**src/rtl/mux_2_1_pkg.sv**
```systemverilog
// Shared constants for the two-input word multiplexer.
// Holds the legal WIDTH range and its elaboration-time check.
package mux_2_1_pkg;

    localparam int MUX_WIDTH_MIN = 1;
    localparam int MUX_WIDTH_MAX = 1024;
    localparam int MUX_WIDTH_DEF = 32;

    function automatic bit width_ok(input int w);
        return (w >= MUX_WIDTH_MIN) && (w <= MUX_WIDTH_MAX);
    endfunction

endpackage

```
**src/rtl/mux_2_1_if.sv**
```systemverilog
// Data/select bundle for mux_2_1.
// The master drives the words and select; the slave returns the outputs.
interface mux_2_1_if #(
    parameter int WIDTH = 32
);

    logic [WIDTH-1:0] f_in;
    logic [WIDTH-1:0] s_in;
    logic             select;
    logic [WIDTH-1:0] out;
    logic [WIDTH-1:0] out_q;
    logic             sel_q;

    modport master (
        output f_in,
        output s_in,
        output select,
        input  out,
        input  out_q,
        input  sel_q
    );

    modport slave (
        input  f_in,
        input  s_in,
        input  select,
        output out,
        output out_q,
        output sel_q
    );

endinterface

```
**src/rtl/mux_2_1.sv**
```systemverilog
// Two-input word multiplexer with a combinational output and a
// registered copy; clk/rst (active-low, async) touch only the copy.
module mux_2_1
    import mux_2_1_pkg::*;
#(
    parameter int WIDTH = MUX_WIDTH_DEF
) (
    input  logic      clk,
    input  logic      rst,
    mux_2_1_if.slave  bus
);

    if (!width_ok(WIDTH)) begin : g_width_chk
        $error("mux_2_1: WIDTH %0d outside 1..1024", WIDTH);
    end

    logic [WIDTH-1:0] out_c;

    // An unknown select only yields data when both words agree;
    // otherwise the X propagates rather than quietly choosing f_in.
    always_comb begin
        out_c = bus.f_in;
        if (bus.select) begin
            out_c = bus.s_in;
        end else if (!bus.select) begin
            out_c = bus.f_in;
        end else begin
            out_c = (bus.f_in == bus.s_in) ? bus.f_in : 'x;
        end
    end

    assign bus.out = out_c;

    always_ff @(posedge clk or negedge rst) begin
        if (!rst) begin
            bus.out_q <= '0;
            bus.sel_q <= 1'b0;
        end else begin
            bus.out_q <= out_c;
            bus.sel_q <= bus.select;
        end
    end

endmodule

```
**src/flat_wrapper.sv**
```systemverilog
// flat-port wrapper written by rule: the top's interface ports become plain ports
module mux_2_1_flat import mux_2_1_pkg::*;
#(
    parameter int WIDTH = MUX_WIDTH_DEF
)
  (clk, rst, bus_f_in, bus_s_in, bus_select, bus_out, bus_out_q, bus_sel_q);
  mux_2_1_if #(.WIDTH(WIDTH)) bus_i ();
  input  logic clk;
  input  logic rst;
  input wire logic [$bits(bus_i.f_in)-1:0] bus_f_in;
  input wire logic [$bits(bus_i.s_in)-1:0] bus_s_in;
  input wire logic [$bits(bus_i.select)-1:0] bus_select;
  output wire logic [$bits(bus_i.out)-1:0] bus_out;
  output wire logic [$bits(bus_i.out_q)-1:0] bus_out_q;
  output wire logic [$bits(bus_i.sel_q)-1:0] bus_sel_q;
  assign bus_i.f_in = bus_f_in;
  assign bus_i.s_in = bus_s_in;
  assign bus_i.select = bus_select;
  assign bus_out = bus_i.out;
  assign bus_out_q = bus_i.out_q;
  assign bus_sel_q = bus_i.sel_q;
  mux_2_1 #(.WIDTH(WIDTH)) u_core (.clk(clk), .rst(rst), .bus(bus_i));
endmodule
```
**config.mk**
```make
export PLATFORM = sky130hd
export DESIGN_NAME = mux_2_1_flat
export DESIGN_NICKNAME = d
export VERILOG_FILES = /design/src/rtl/mux_2_1_pkg.sv /design/src/rtl/mux_2_1_if.sv /design/src/rtl/mux_2_1.sv /design/src/flat_wrapper.sv
export SDC_FILE = /design/constraint.sdc
export NUM_CORES = 1
export LEC_CHECK = 0
export ABC_AREA = 1
export ABC_CLOCK_PERIOD_IN_PS = 1200
export BUFFER_PORTS_ARGS = -buffer_cell sky130_fd_sc_hd__buf_2
export CAP_MARGIN = 20
export CORE_ASPECT_RATIO = 1.25
export CORE_MARGIN = 2
export CORE_UTILIZATION = 39
export CTS_BUF_LIST = sky130_fd_sc_hd__clkbuf_8
export DETAILED_ROUTE_END_ITERATION = 16
export PLACE_DENSITY_LB_ADDON = 0.12
export SLEW_MARGIN = 20
export SYNTH_ARGS = -nofsm -noshare
export SYNTH_HDL_FRONTEND = slang
export SYNTH_SLANG_ARGS = --single-unit
```
**constraint.sdc**
```tcl
create_clock -name clk -period 1.2 [get_ports clk]
set_input_delay 0.24 -clock clk [delete_from_list [all_inputs] [get_ports clk]]
set_output_delay 0.24 -clock clk [all_outputs]
set_load 0.02 [all_outputs]
```
# Yosys cells after proc, flatten, opt, wreduce, memory -nomap -nowiden
# Cells that the tools add are included.
# totals
ram_bits	0
mem_count	0
inputBits	67
elab_cells	3
romBits	0
latchBits	0
reg_bits	33
# classes
shifts	0
n_reduce_logical	0
bitwise	0
n_addsub	0
mul	0
n_div	0
magnitude_cmp	0
n_eq_ne	0
muxes	1
# ops
operator	n
32-bit two-way mux	1

# Depth between registers and ports, before layout
# Gate-level depths: netlist (run 1).
# logic_depth
ltp_word	1
ltp_mapped	5
depth_no_buf	3

# Worst setup path after synthesis (run 1)
# Ideal clock, no wire load.
# synth_timing
path_type	input-to-output
start	in bus_select
end	out bus_out[0]
stages	5
arrival_time_ps	743
t_required_ps	960
slack_ps	217
path_buffers	2
cell_sequence	buf_6 -> inv_8 -> buf_12 -> nand2_2 -> nand2_1
# synth_via
elab_chain_len	1
# synth_rtl
item	line	source
start, declared	flat_wrapper.sv:12	input wire logic [$bits(bus_i.select)-1:0] bus_select;
32-bit two-way mux	mux_2_1.sv:23	if (bus.select) begin
end, declared	flat_wrapper.sv:13	output wire logic [$bits(bus_i.out)-1:0] bus_out;
# Every way passes these cells.

# Worst setup path after layout (run 1)
# layout_timing
start	in bus_select
end	out bus_out[22]
# Same word-level chain as after synthesis.

==> results of run 1 <==
-- power groups by stage --
stage	Clock [mW]	Sequential, mW	Combinational [mW]
after floorplan	0	1.35	0.266
after detailed placement	0	1.23	0.737
after CTS	0.916	1.21	0.742
final	0.890	1.21	0.740
after global placement	0	1.23	0.731
after global routing	0.986	1.22	0.805
-- per-layer routing --
layer / part of all wire / GRT usage / vias up
met5: 0 / 0 / -
met4: 0.018 / 0.0804 / 0
met3: 0.11 / 0.0877 / 6
met2: 0.53 / 0.341 / 78
met1: 0.34 / 0.182 / 616
li1: - / - / 707
-- logic make-up after synthesis --
family | count (synthesis) | share of synthesized area
buffers and inverters | 8 | 0.0807
flip-flops | 33 | 0.627
AND/OR/NAND/NOR | 96 | 0.292
-- area by class of cell --
type / count / area share
Tap cell: 37 / 0.0210
Timing Repair inverter: 1 / 0.00397
Clock inverter: 1 / 0.00227
Timing Repair Buffer: 147 / 0.373
Sequential cell: 33 / 0.374
Clock buffer: 7 / 0.0437
Multi-Input combinational cell: 96 / 0.175
Inverter: 1 / 0.00737
-- sequential cells by signal, indices dropped and copies added, names as in the netlist --
register / flops
u_core.bus.out_q: 32
u_core.bus.sel_q: 1
-- tightest hold or removal path, cell delays in order --
cell,delay (ns)
buf_2,0.07
nand2_1,0.04
nand2_1,0.06
-- stage by stage --
stage | power, mW | std cells | area [um^2] | utilization
floorplan | 1.62 | 137 | 1320 | -
global placement | 1.96 | 313 | 2070 | 0.644
detailed placement | 1.97 | 313 | 2070 | 0.644
CTS | 2.87 | 322 | 2190 | 0.678
global route | 3.01 | 323 | 2210 | 0.684
finish | 2.84 | 323 | 2210 | 0.684
-- worst paths after layout --
| path | endpoint | start | cells past startpoint |
|---|---|---|---|
| worst max-delay path | bus_out[22] | bus_select | 5 |
| worst min-delay path | u_core.bus.out_q[15] | bus_f_in[15] | 3 |
| max in group asynchronous | u_core.bus.out_q[9] | rst | 3 |
| min in group asynchronous | u_core.bus.out_q[11] | rst | 3 |
-- placed cells by master, fill, tap and decap left out --
cell type,n
buf_2,130
nand2_1,86
dfrtp_1,33
buf_4,12
nand2_2,10
clkbuf_8,7
buf_12,3
clkinv_8,1
clkinv_2,1
inv_6,1
dlygate4sd3_1,1
buf_6,1
-- timing repair --
item / CTS / global route
setup endpoints to repair: 0 / 32
resized for setup: 0 / 4
hold buffers: 1 / 0
hold endpoints to repair: 33 / 0
==> results.yml, run 1 <==
status:
  outcome: "finished, final reports clean"
clock_network:
  clockBufferDepth: 2
  cts.repair_timing.setup_buffer_count: 0
  numClockSinks: 33
  cts.htree.levels: 2
  cts_tree: "done"
  cts_made_buffers: 5
  clk_pin_slew_ns: 0.06
  ctsRootBufferMaster: "clkbuf_8"
placement:
  buffer_ports.inserted: 131
  place_hpwl_mm: 2.77
  globalplace.congestion: 0.767
  place_worst_setup_slack_ns: 0.00338
sta:
  tns_ns: 0
  worst_case_hold_slack_ns: 0.180
  timing.final.crit_share: 0.919
  clock.fmax_mhz: 906
  finalMaxSlewViolations: 0
  setup_viol: 0
  max-slew-margin-rel: 0.878
  tightest_slew_ns: 0.184
  setup_slack_ns: 0.0968
  period_needed_ns: 1.10
  report.final.hold_viol_count: 0
  grt_setup_unrepaired: "no"
grt:
  grt-ovfl-total: 0
  grt_max_degree: 34
  via_count_of_the_first_global_routing_pass: 1248
  antenna_found_initial: 0
  grt_usage: 0.186
  grt_first_pass_wirelength_mm: 5.43
critical_path:
  critPathLaunchType: "input pin"
  critical_path_required_ns: 0.96
  crit_path_end_kind: "output pin"
  worstPathMaxFanout: 16
  cell_seen_most_often_among_critical_path_stages: "nand2_1"
  data_arrival_at_the_endpoint_of_the_critical_path_ns: 0.86
  timing.critical_path.slowest_cell_delay_ns: 0.17
  critical_path_buf_inv_count: 3
  timing.critical_path.max_delay_family: "buffers and inverters"
  crit_path_top_delay_cell: "buf_2"
  critPathKind: "input pin to output pin"
  cell_chain_of_the_critical_path: "buf_6 > inv_6 > nand2_1 > nand2_1 > buf_2"
pwr:
  power_frac_seq: 0.426
  static-leakage-power_nw: 1.37
  power_switching_share: 0.295
  power.combinational.fraction: 0.261
  net-switching-power_mw: 0.838
  p_per_area_nw_per_um2: 1290
  p_int_mw: 2.00
  clock_power_share: 0.313
  max-vdd-ir-drop_uv: 992
synthesis:
  synthTopCellsByArea: "dfrtp_1, nand2_1, nand2_2, clkbuf_8, buf_6"
  cells_after_synthesis: 137
  yosysSeqAreaShare: 0.627
  synth_async_sr_flop_share: 1.00
  syn_avg_cell_area_um2: 9.62
  ys.warnings.count: 0
  mappedNetlistArea_um2: 1320
  postSynthNetCount: 204
  synthFlopType: "dfrtp_1"
  synth.most_common_cell: "nand2_1"
  synth.lib_cells_used.distinct: 7
  synth-edff-count: 0
  post-synth-top-area-cell: "dfrtp_1"
  post_synth_most_frequent_cells: "nand2_1, dfrtp_1, nand2_2, buf_6, clkbuf_8"
  synth.ff_latch_count: 33
  synth_largest_type_area_fraction: 0.627
floorplan:
  core_um2: 3220
  die_area_um2: 3860
  core.rowCount: 23
  die_h_um: 69.0
  floorplan.die.width_um: 56.0
  ios: 132
  initial_standard_cell_utilization_of_the_core: 0.409
routing:
  postRouteAntennaNets: 0
  detailedRoute.firstPassIterationCount: 4
  route.detailed.drc: 0
  route.vias.total: 1407
  routed_wirelength_mm: 3.71
  avgViaCountPerCell: 4.36
  drt_iter0_markers: 31
  route.detailed.wl_per_inst_um: 11.5
finish:
  diodes: 0
  syn2layout_area_growth_pct: 67.4
  fillerInstances: 293
  layout-drive-gt1-share: 0.580
  combined_flip_flop_and_latch_cell_area_um2: 826
  multi_input_comb_area_um2: 385
  finish.net_count: 352
flow_run:
  max_cap_violations: 0
worst_hold_path:
  worst_min_path_class: "input pin to register"
(Power assumes the default switching activity.)
==> inputs of run 2 (changes only) <==
--- a/config.mk
+++ b/config.mk
@@ -6,15 +6,15 @@
 export NUM_CORES = 1
 export LEC_CHECK = 0
 export ABC_AREA = 1
-export ABC_CLOCK_PERIOD_IN_PS = 1200
+export ABC_CLOCK_PERIOD_IN_PS = 1150
 export BUFFER_PORTS_ARGS = -buffer_cell sky130_fd_sc_hd__buf_2
 export CAP_MARGIN = 20
 export CORE_ASPECT_RATIO = 1.25
 export CORE_MARGIN = 2
-export CORE_UTILIZATION = 39
+export CORE_UTILIZATION = 36
 export CTS_BUF_LIST = sky130_fd_sc_hd__clkbuf_8
 export DETAILED_ROUTE_END_ITERATION = 16
-export PLACE_DENSITY_LB_ADDON = 0.12
+export PLACE_DENSITY = 0.91
 export SLEW_MARGIN = 20
 export SYNTH_ARGS = -nofsm -noshare
 export SYNTH_HDL_FRONTEND = slang
==> constraint.sdc (replaced) <==
create_clock -name clk -period 1.15 [get_ports clk]
set_input_delay 0.23 -clock clk [delete_from_list [all_inputs] [get_ports clk]]
set_output_delay 0.23 -clock clk [all_outputs]
set_load 0.02 [all_outputs]
==> run 2 against run 1 <==
Against the previous run: sequential power increased by 5%; total power is 1.9% lower; non-clock buffer count decreased by 8; clock power decreased by 13%; critical path depth unchanged; via count fell by 0.64%; design area shrank 3.7%; die area grew 7.8%; critical path type unchanged; largest cell class unchanged; highest routed layer unchanged.
==> results.yml, run 2 (synthesis gave the netlist of run 1 again) <==
critical_path:
  worstPathMaxFanout: 16
  critPathKind: "input pin to output pin"
  timing.critical_path.slowest_cell_delay_ns: 0.17
  cell_seen_most_often_among_critical_path_stages: "nand2_1"
  crit_path_end_kind: "output pin"
  data_arrival_at_the_endpoint_of_the_critical_path_ns: 0.86
  cell_chain_of_the_critical_path: "buf_6 > buf_12 > nand2_1 > nand2_1 > buf_2"
  crit_path_top_delay_cell: "buf_2"
  critical_path_required_ns: 0.92
  critPathLaunchType: "input pin"
finish:
  syn2layout_area_growth_pct: 61.3
  finish.net_count: 344
  diodes: 0
  layout-drive-gt1-share: 0.558
  final_cell_mix: "buf_2, nand2_1, dfrtp_1"
  postLayoutCoreUtil: 0.610
  largest_register_ff_count: 32
  biggestRegsByFlops: "u_core.bus.out_q: 32 flops, u_core.bus.sel_q: 1 flops"
  largest_reg_by_ff_count: "u_core.bus.out_q"
  cell_count_final_fillers_out: 317
  layout.cells.most_common: "buf_2"
clock_network:
  cts_made_buffers: 5
  cts.repair_timing.setup_buffer_count: 0
  clockBufferDepth: 2
  numClockSinks: 33
  clk_pin_slew_ns: 0.06
  ctsRootBufferMaster: "clkbuf_8"
  cts.htree.levels: 2
  cts_tree: "done"
floorplan:
  ios: 132
  floorplan.die.width_um: 58.1
  initial_standard_cell_utilization_of_the_core: 0.378
  die_area_um2: 4160
  core.rowCount: 24
  core_um2: 3480
  die_h_um: 71.6
grt:
  antenna_found_initial: 0
  grt_first_pass_wirelength_mm: 5.92
  grt-ovfl-total: 0
  via_count_of_the_first_global_routing_pass: 1394
  grt_max_degree: 34
  grt_usage: 0.188
sta:
  period_needed_ns: 1.09
  max-slew-margin-rel: 0.878
  timing.final.crit_share: 0.946
  grt_setup_unrepaired: "no"
  clock.fmax_mhz: 919
  report.final.hold_viol_count: 0
  tns_ns: 0
  finalMaxSlewViolations: 0
  tightest_slew_ns: 0.182
  setup_slack_ns: 0.0616
  setup_viol: 0
pwr:
  fin_total_pwr_mw: 2.79
  max-vdd-ir-drop_uv: 952
  static-leakage-power_nw: 1.33
  p_per_area_nw_per_um2: 1310
routing:
  routed_wirelength_mm: 3.77
  route.detailed.wl_per_inst_um: 11.9
  drt_iter0_markers: 46
  avgViaCountPerCell: 4.41
  postRouteAntennaNets: 0
  route.vias.total: 1398
  route.detailed.drc: 0
  detailedRoute.firstPassIterationCount: 4
worst_hold_path:
  worst_min_path_class: "input pin to register"
placement:
  buffer_ports.inserted: 131
  dpl.cell_count: 307
  globalplace.congestion: 0.710
  place_hpwl_mm: 2.84
  place_worst_setup_slack_ns: -0.0361
flow_run:
  max_cap_violations: 0
status:
  outcome: "finished, final reports clean"
## run 2: cell types whose count changed in the layout (fill, tap and decap cells not counted)
cell / previous run / this run
buf_4: 12 / 4
clkbuf_8: 7 / 5
clkinv_2: 1 / 0
clkinv_8: 1 / 0
inv_1: 0 / 3
inv_6: 1 / 0
inv_8: 0 / 2
## run 2: path summary, 6_finish.rpt
check | endpoint | depth (start not counted) | startpoint | slack (ns)
min in group asynchronous | u_core.bus.out_q[2] | 3 | rst | 0.44
max in group asynchronous | u_core.bus.out_q[20] | 3 | rst | 0.53
max | bus_out[21] | 5 | bus_select | 0.06
min | u_core.bus.out_q[19] | 3 | bus_f_in[19] | 0.17
## run 2: power breakdown
group	switching (mW)	leakage (nW)	total, mW	internal, mW
registers	0.0185	0.395	1.27	1.25
clock network	0.376	0.0519	0.778	0.402
logic	0.464	0.880	0.744	0.280
## run 2: cell type report
cell class	instances	area, um^2
multi-input cells	96	385
repair buffers	139	762
clock buffers	5	68.8
clock inverters	3	11.3
flip-flops and latches	33	826
fillers	317	1360
inverters	1	11.3
well taps	39	48.8
repair inverters	1	11.3
## run 2: per-stage QoR
step                      hold WS [ns]  area [um^2]
after CTS                        0.158         2120
after global routing             0.168         2120
after detailed placement         0.203         2020
final                            0.166         2120
after floorplan                -0.0656         1320
after global placement           0.198         2020
## run 2: critical path: cells and delay by family
| kind | cells | cell delay, ns |
|---|---|---|
| and+or+nand+nor | 2 | 0.16 |
| buffers and inverters | 3 | 0.47 |
## run 2: metal layers
| metal | global-route usage | vias to the layer above | part of all wire |
|---|---|---|---|
| li1 | - | 687 | - |
| met5 | 0 | - | 0 |
| met3 | 0.0523 | 4 | 0.079 |
| met2 | 0.359 | 67 | 0.56 |
| met4 | 0.0827 | 0 | 0.013 |
| met1 | 0.181 | 640 | 0.34 |
## run 2: timing repair
action / CTS / global route
endpoints found under the hold margin: 33 / 0
resized for setup: 2 / 2
cloned: 1 / 0
endpoints found under the setup margin: 8 / 22
pin swaps: 0 / 0
hold buffers: 1 / 0
